[src/rtl/ovf_exception_unit.sv]
// Overflow exception unit for the dual-issue EX stage: squashes faulting/younger slots,
// records EPC/cause and steers the front end to the handler and back on eret.
module ovf_exception_unit #(
  parameter logic [31:0] EXC_VECTOR = 32'h0000_0080,
  parameter int unsigned CNT_W      = 16
) (
  input  logic             clk,
  input  logic             rst,
  input  logic             ex_valid0,
  input  logic             ex_valid1,
  input  logic             ex_ovf0,
  input  logic             ex_ovf1,
  input  logic             ex_trap_en0,
  input  logic             ex_trap_en1,
  input  logic [31:0]      ex_pc0,
  input  logic [31:0]      ex_pc1,
  input  logic             eret,
  input  logic             redirect_ready,
  output logic             kill0,
  output logic             kill1,
  output logic             flush,
  output logic             busy,
  output logic             redirect_valid,
  output logic [31:0]      redirect_pc,
  output logic [31:0]      epc,
  output logic [4:0]       cause_code,
  output logic             cause_slot,
  output logic             exl,
  output logic [CNT_W-1:0] exc_count
);

  typedef enum logic [1:0] {
    IDLE       = 2'd0,
    EXC_REDIR  = 2'd1,
    IN_HANDLER = 2'd2,
    RET_REDIR  = 2'd3
  } state_t;

  localparam logic [4:0] CAUSE_OVF = 5'd12;

  state_t           r_state;
  state_t           w_next_state;
  logic             w_trap0;
  logic             w_trap1;
  logic             w_capture;
  logic             w_ret_done;
  logic [31:0]      r_epc;
  logic [4:0]       r_cause_code;
  logic             r_cause_slot;
  logic             r_exl;
  logic [CNT_W-1:0] r_exc_count;

  // Overflow flags are garbage unless the slot is a real trapping add/sub.
  assign w_trap0 = ex_valid0 & ex_trap_en0 & ex_ovf0;
  assign w_trap1 = ex_valid1 & ex_trap_en1 & ex_ovf1;

  // NOTE: every output of this block is assigned a default first so no latch is inferred.
  always_comb begin
    w_next_state = r_state;
    w_capture    = 1'b0;
    w_ret_done   = 1'b0;
    kill0        = 1'b0;
    kill1        = 1'b0;
    flush        = 1'b0;
    unique case (r_state)
      IDLE: begin
        if (w_trap0 | w_trap1) begin
          w_capture    = 1'b1;
          kill0        = w_trap0;
          kill1        = 1'b1;
          flush        = 1'b1;
          w_next_state = EXC_REDIR;
        end
      end
      EXC_REDIR: if (redirect_ready) w_next_state = IN_HANDLER;
      IN_HANDLER: if (eret) w_next_state = RET_REDIR;
      RET_REDIR: begin
        if (redirect_ready) begin
          w_ret_done   = 1'b1;
          w_next_state = IDLE;
        end
      end
      default: w_next_state = IDLE;
    endcase
  end

  // NOTE: sequential state uses non-blocking assignments so all registers update together.
  always_ff @(posedge clk or negedge rst) begin
    if (!rst) begin
      r_state      <= IDLE;
      r_epc        <= '0;
      r_cause_code <= '0;
      r_cause_slot <= 1'b0;
      r_exl        <= 1'b0;
      r_exc_count  <= '0;
    end else begin
      r_state <= w_next_state;
      if (w_capture) begin
        r_epc        <= w_trap0 ? ex_pc0 : ex_pc1;
        r_cause_slot <= ~w_trap0;
        r_cause_code <= CAUSE_OVF;
        r_exl        <= 1'b1;
        if (r_exc_count != {CNT_W{1'b1}}) r_exc_count <= r_exc_count + 1'b1;
      end else if (w_ret_done) begin
        r_exl <= 1'b0;
      end
    end
  end

  // Redirect is a pure decode of the state register, so it is held stable until accepted.
  assign redirect_valid = (r_state == EXC_REDIR) || (r_state == RET_REDIR);
  assign redirect_pc    = (r_state == EXC_REDIR) ? EXC_VECTOR :
                          (r_state == RET_REDIR) ? r_epc      : 32'h0;
  assign busy           = (r_state != IDLE);
  assign epc            = r_epc;
  assign cause_code     = r_cause_code;
  assign cause_slot     = r_cause_slot;
  assign exl            = r_exl;
  assign exc_count      = r_exc_count;

endmodule

[config.mk]
export PLATFORM = sky130hd
export DESIGN_NAME = ovf_exception_unit
export DESIGN_NICKNAME = d
export VERILOG_FILES = /design/src/rtl/ovf_exception_unit.sv
export SDC_FILE = /design/constraint.sdc
export NUM_CORES = 1
export LEC_CHECK = 0
export ABC_AREA = 1
export CAP_MARGIN = 20
export CORE_MARGIN = 1
export CORE_UTILIZATION = 40
export CTS_BUF_LIST = sky130_fd_sc_hd__clkbuf_2
export DETAILED_ROUTE_END_ITERATION = 6
export PLACE_DENSITY = 0.81
export SETUP_SLACK_MARGIN = 0.05
export SYNTH_ARGS = -nofsm -noshare
export SYNTH_HDL_FRONTEND = slang
export SYNTH_SLANG_ARGS = --single-unit
export TNS_END_PERCENT = 100
[constraint.sdc]
create_clock -name clk -period 2.2 [get_ports clk]
set_input_delay 0.44 -clock clk [delete_from_list [all_inputs] [get_ports clk]]
set_output_delay 0.44 -clock clk [all_outputs]
set_load 0.05 [all_outputs]
# Yosys cells after proc, flatten, opt, wreduce, memory -nomap -nowiden
# Cells that the tools add are included.
[totals]
register_bits = 53
latchBits = 0
ramBits = 0
romBits = 0
inputBits = 74
memories = 0
[classes]
n_addsub = 1
mul = 0
div_mod_pow = 0
n_lt_le_gt_ge = 0
n_eq_ne = 8
shifts = 0
muxes = 16
n_bitwise = 6
n_reduce_logical = 6
[ops]
columns = ["cell", "count"]
rows = [
  ["32-bit 2-to-1 mux", 3],
  ["16-bit by 1-bit adder with 16-bit output, second input constant", 1],
  ["16-bit != test, second input constant", 1],
  ["1-bit 2-to-1 mux", 8],
  ["2-bit 2-to-1 mux", 4],
  ["2-bit != test, second input constant", 4],
  ["2-bit case mux with 4 select lines", 1],
  ["1-bit bitwise AND", 4],
  ["2-bit == test, second input constant", 2],
  ["4-bit AND reduction", 1],
  ["2-bit nonzero test", 2],
  ["2-bit by 1-bit == test with 1-bit output, second input constant", 1],
  ["2-bit logical NOT", 1],
  ["2-bit AND reduction", 1],
  ["1-bit logical OR", 1],
  ["1-bit inverter", 1],
  ["1-bit OR", 1],
]

# Logic depth before layout (Yosys ltp)
[depth]
depth_word = 6
mapped_depth = 9
depth_no_buf = 8

# Worst setup path before layout
# OpenSTA, ideal clock, no wires.
[synth_path]
path_type = "register -> output"
start = "register r_state[0]"
end = "output kill1"
arrival_time_ns = 1.899
required_ns = 1.760
slack_ns = -0.139
path_stages_with_launch = 7
path_cell_list = "dfrtp_1 inv_1 ha_1 nand4_1 nand2_2 clkbuf_1 buf_4"
[synth_between]
elab_chain_cells = 2
[synth_rtl]
columns = ["item", "line", "source"]
rows = [
  ["start, declared", "41", "state_t r_state;"],
  ["start signal, assigned", "97", "r_state <= w_next_state;"],
  ["2-bit logical NOT", "-", ""],
  ["1-bit 2-to-1 mux", "-", ""],
  ["end, declared", "20", "output logic kill1,"],
]
# No other way between the ends.

# Final worst setup path
[layout_path]
start = "register r_state[0]"
end = "output flush"
[layout_between]
elab_chain_cells = 2
[layout_rtl]
columns = ["item", "line", "source"]
rows = [
  ["2-bit logical NOT", "65", "unique case (r_state)"],
  ["1-bit 2-to-1 mux", "65", ""],
  ["end, declared", "21", "output logic flush,"],
]
# No other way between the ends.

==> results.env <==
STATUS='complete, but fails checks'
FAILED_CHECKS='setup timing'
POST_SYNTH_MUX_AREA_SHARE_PCT=0
GLOBAL_ROUTE_WIRE_LENGTH_BEFORE_REPAIR_MM=17.7
CLOCK_POWER_SHARE_PCT=5.4
SYN-CELL-AREA_MM2=0.00314
MAX-SLEW-MARGIN-REL_PCT=61.8
FINALNETCOUNT=687
GROUTE.USAGE.OVERALL_PCT=27.3
DIE_W_UM=90.5
GRT_PASS1_VIAS=3626
P_LEAK_nW=2.91
M1WIRELENGTH_MM=4.27
MET3_WIRELENGTH_UM=974
MAX-CLOCK-PATH-BUFFERS=2
DRT-INITIAL-DRC-COUNT=135
POWER_FRAC_COMB_PCT=72.1
SYNTH-COMPOUND-AREA-SHARE_PCT=15.0
RR_WORST_DEPTH=11
POSTLAYOUTSETUPSLACKWORST_NS=-0.0574
POSTSYNTHREGISTERBITS=53
PRECTSSETUPSLACK_NS=0.0664
CLOCK-SKEW-FINAL_NS=0.0183
SYNTH_XOR_AREA_SHARE_PCT=1.68
WORST-ENDPOINT-REQUIRED_NS=1.76
SETUP-VIOLATIONS-FINAL=34
AREA_DELTA_SYNTH_FINAL_PCT=83.1
POST-PLACE-CELLS=684
SETUP-TNS-FINAL_NS=-0.775
STD_CELL_ROWS=31
MET2ROUTEDLENGTH_MM=6.01
GRT_START_MAX_NET_PINS=65
NUMCTSBUFFERS=5
WORST-SETUP-PATH-TYPE='flip-flop to output port'
TIMING.CRITICAL_PATH.ARRIVAL_NS=1.82
FLOORPLAN.INITIALDENSITY_PCT=42.3
VIAS=3600
CRITICAL_PATH.STARTPOINT='r_state[0]$_DFFE_PN0P_'
POST-SYNTH-TOP-AREA-CELL='sky130_fd_sc_hd__dfrtp_1'
WORST_HOLD_CHECK_SLACK_NS=0.469
SLEW_VIOLATIONS=0
CRITPATHCAPTURE='flush'
CTS_SINKS=53
CP_ENDPOINT_KIND='output port'
SYNTH_CELL_TYPES=25
DRT_PASS1_ITERATIONS=4
POST_ROUTE_CELLS_DRIVE_ABOVE_1_SHARE_PCT=19.6
WORST_SETUP_PATH_START_KIND='flip-flop'
YOSYS.AREA_SHARE.ADDER_PCT=2.39
CTS.ROOT.BUFFER_CELL='sky130_fd_sc_hd__clkbuf_2'
DIE_H_UM=90.5
TIGHTESTPINTRANSITION_NS=0.575
SHARE_SEQ_OF_TOTAL_POWER_PCT=22.5
NETLIST_TOP_CELLS_AREA='sky130_fd_sc_hd__dfrtp_1, sky130_fd_sc_hd__nand2_1, sky130_fd_sc_hd__inv_1'
SYN-INSTANCE-COUNT=436
PATH_CLK_SLEW_NS=0.27
SYNTH_SIMPLE_GATE_AREA_SHARE_PCT=23.7
CTS_TREE='built'
DIE_AREA_MM2=0.00820
FINALHOLDVIOLCOUNT=0
LAYOUT.CELLS.NON_FILLER=706
TIMING.CRITICAL_PATH.FANOUT_MAX=4
MIN_PERIOD_OVER_PERIOD_PCT=103
ANTENNA_FOUND_INITIAL=0
NUMPORTBUFFERS=162
DETAIL_PLACEMENT_HPWL_MM=7.64
HP-CLASS='input pin to async pin'
WIRE_PER_INST_UM=16.5
DESIGN.PORTCOUNT=166
POWER.SWITCHING_FRACTION_PCT=55.1
TIMING.FMAX_MHz=443
SYNTH_WARNINGS=0
SYNTH_TOP_CELL_AREA_SHARE_PCT=42.3
H-TREE-DEPTH=2
TOTALWIRELENGTH_MM=11.7
FINALWEIGHTEDCONGESTION=0.852
ANTENNADIODECOUNT=0
CELL_INTERNAL_PWR_mW=3.25
POST-ROUTE-DRC-COUNT=0
POWER_DENSITY_OVER_THE_CELLS_mW_PER_MM2=1260
VIASPERCELL=5.10
RSZ0062_AT_GRT='yes'
REGTOREGSETUPSLACK_NS=0.15
NET-SWITCHING-POWER_mW=3.99
CLOCK_LATENCY_ON_THE_WORST_SKEW_PAIR_NS=0.44
DESIGN.CORE.AREA_MM2=0.00741
VDD_DROP_MAX_uV=935
ROUTE.TOP_LAYER_USED='met4'
FINAL_ANTENNA_NET_COUNT=0
MAX_CAP_VIOLATIONS=0
SYNTH.YOSYS.SEQ_AREA_SHARE_PCT=42.3
TIMING.RR.END='exc_count[6]$_DFFE_PN0P_'
SYN_AREA_PER_CELL_UM2=7.19
SYNTH_TOP_FAMILY_BY_AREA='simple AND/OR/NAND/NOR gates'
GLOBALROUTEOVERFLOWTOTAL=0
FINAL.MIN_CLOCK_PERIOD_NS=2.26
R2R-START='r_state[0]$_DFFE_PN0P_'
==> cells in the final DEF (no fill, tap or decap), types with 6 or more instances in the layout <==
master,n
sky130_fd_sc_hd__nand3_1,13
sky130_fd_sc_hd__clkbuf_2,6
sky130_fd_sc_hd__buf_4,17
sky130_fd_sc_hd__inv_1,84
sky130_fd_sc_hd__dfrtp_1,52
sky130_fd_sc_hd__nand4_1,8
sky130_fd_sc_hd__buf_12,37
sky130_fd_sc_hd__clkdlybuf4s50_1,76
sky130_fd_sc_hd__nor2_1,19
sky130_fd_sc_hd__nand2_1,101
sky130_fd_sc_hd__dlymetal6s2s_1,26
sky130_fd_sc_hd__dlygate4sd2_1,22
sky130_fd_sc_hd__o21ai_0,36
sky130_fd_sc_hd__o211ai_1,32
sky130_fd_sc_hd__nor2_4,32
==> power by group through the flow <==
stage	logic (mW)	registers [mW]	clock network, mW
4_1_cts	4.97	1.63	0.390
3_5_place_dp	4.50	1.64	0
5_1_grt	5.44	1.68	0.428
2_1_floorplan	1.43	2.86	0
6_report	5.22	1.63	0.389
3_3_place_gp	4.44	1.63	0
==> state kept, by name, summed over array words and instances, names as in the netlist <==
signal and count:
cause_code 1, cause_slot 1, exc_count 16, exl 1, epc 32, r_state 2
==> worst min path at each step <==
stage                                end  startpoint  cells past startpoint
2_1_floorplan  cause_code[2]$_DFFE_PN0P_         rst                      0
3_5_place_dp    exc_count[3]$_DFFE_PN0P_         rst                      2
6_report        exc_count[3]$_DFFE_PN0P_         rst                      3
3_3_place_gp    exc_count[3]$_DFFE_PN0P_         rst                      2
4_1_cts         exc_count[3]$_DFFE_PN0P_         rst                      3
5_1_grt         exc_count[3]$_DFFE_PN0P_         rst                      3
==> per-layer routing <==
metal  up-vias  global-route usage, %
met4         0                   11.4
met2       167                   47.7
li1       1685                      -
met5         -                      0
met3        32                   8.84
met1      1716                   30.4
==> critical path: stages, from the launching register on <==
cell and delay (ns):
sky130_fd_sc_hd__dfrtp_2 0.49, sky130_fd_sc_hd__buf_6 0.13, sky130_fd_sc_hd__inv_4 0.06, sky130_fd_sc_hd__ha_4 0.14, sky130_fd_sc_hd__nand4_1 0.20, sky130_fd_sc_hd__nand2_4 0.20, sky130_fd_sc_hd__buf_12 0.15
==> timing repair <==
item,4_1_cts,5_1_grt
endpoints found under the setup margin,56,65
gates resized for setup,88,47
buffers inserted,9,2
hold endpoints to repair,53,0
hold buffers,1,0
pin swaps,4,1
cloned,2,1
==> synthesized netlist by cell type <==
cell	n
sky130_fd_sc_hd__or2_2	1
sky130_fd_sc_hd__inv_1	88
sky130_fd_sc_hd__buf_4	6
sky130_fd_sc_hd__nor2_4	1
sky130_fd_sc_hd__conb_1	1
sky130_fd_sc_hd__xor2_1	3
sky130_fd_sc_hd__a21oi_1	3
sky130_fd_sc_hd__ha_1	6
sky130_fd_sc_hd__inv_2	1
sky130_fd_sc_hd__clkbuf_1	8
sky130_fd_sc_hd__nor2_1	50
sky130_fd_sc_hd__o21ai_0	38
sky130_fd_sc_hd__buf_2	7
sky130_fd_sc_hd__nand3_1	14
sky130_fd_sc_hd__nand3_2	1
sky130_fd_sc_hd__o211ai_1	32
sky130_fd_sc_hd__dfrtp_1	53
sky130_fd_sc_hd__nand2_2	3
sky130_fd_sc_hd__o21ai_2	3
sky130_fd_sc_hd__buf_6	1
sky130_fd_sc_hd__nand4_1	8
sky130_fd_sc_hd__buf_1	2
sky130_fd_sc_hd__nand2_1	102
sky130_fd_sc_hd__xnor2_1	3
sky130_fd_sc_hd__nor2_2	1
==> cell families (layout without fill, tap and decap cells) <==
logic type / Yosys count / count (layout)
flops: 53 / 53
fa+ha+maj: 6 / 6
simple gates: 181 / 181
buf+inv: 113 / 282
compound gates: 76 / 76
other cells: 1 / 3
xor+xnor: 6 / 6
==> stage by stage <==
step	total power, mW	area, um2	utilization (%)
finish	7.24	5740	77.5
global route	7.54	5740	77.5
CTS	6.99	5540	74.7
detailed placement	6.14	5180	70.0
global placement	6.07	5180	70.0
floorplan	4.29	3140	-
==> area by class of cell <==
| cell class | count | area (um2) |
|---|---|---|
| flip-flops and latches | 53 | 1330 |
| clock buffers | 6 | 30.0 |
| inverters | 89 | 339 |
| clock inverters | 1 | 3.75 |
| repair buffers | 186 | 2280 |
| well taps | 99 | 124 |
| multi-input cells | 272 | 1640 |
| fillers | 469 | 1670 |
(Power assumes the default switching activity.)
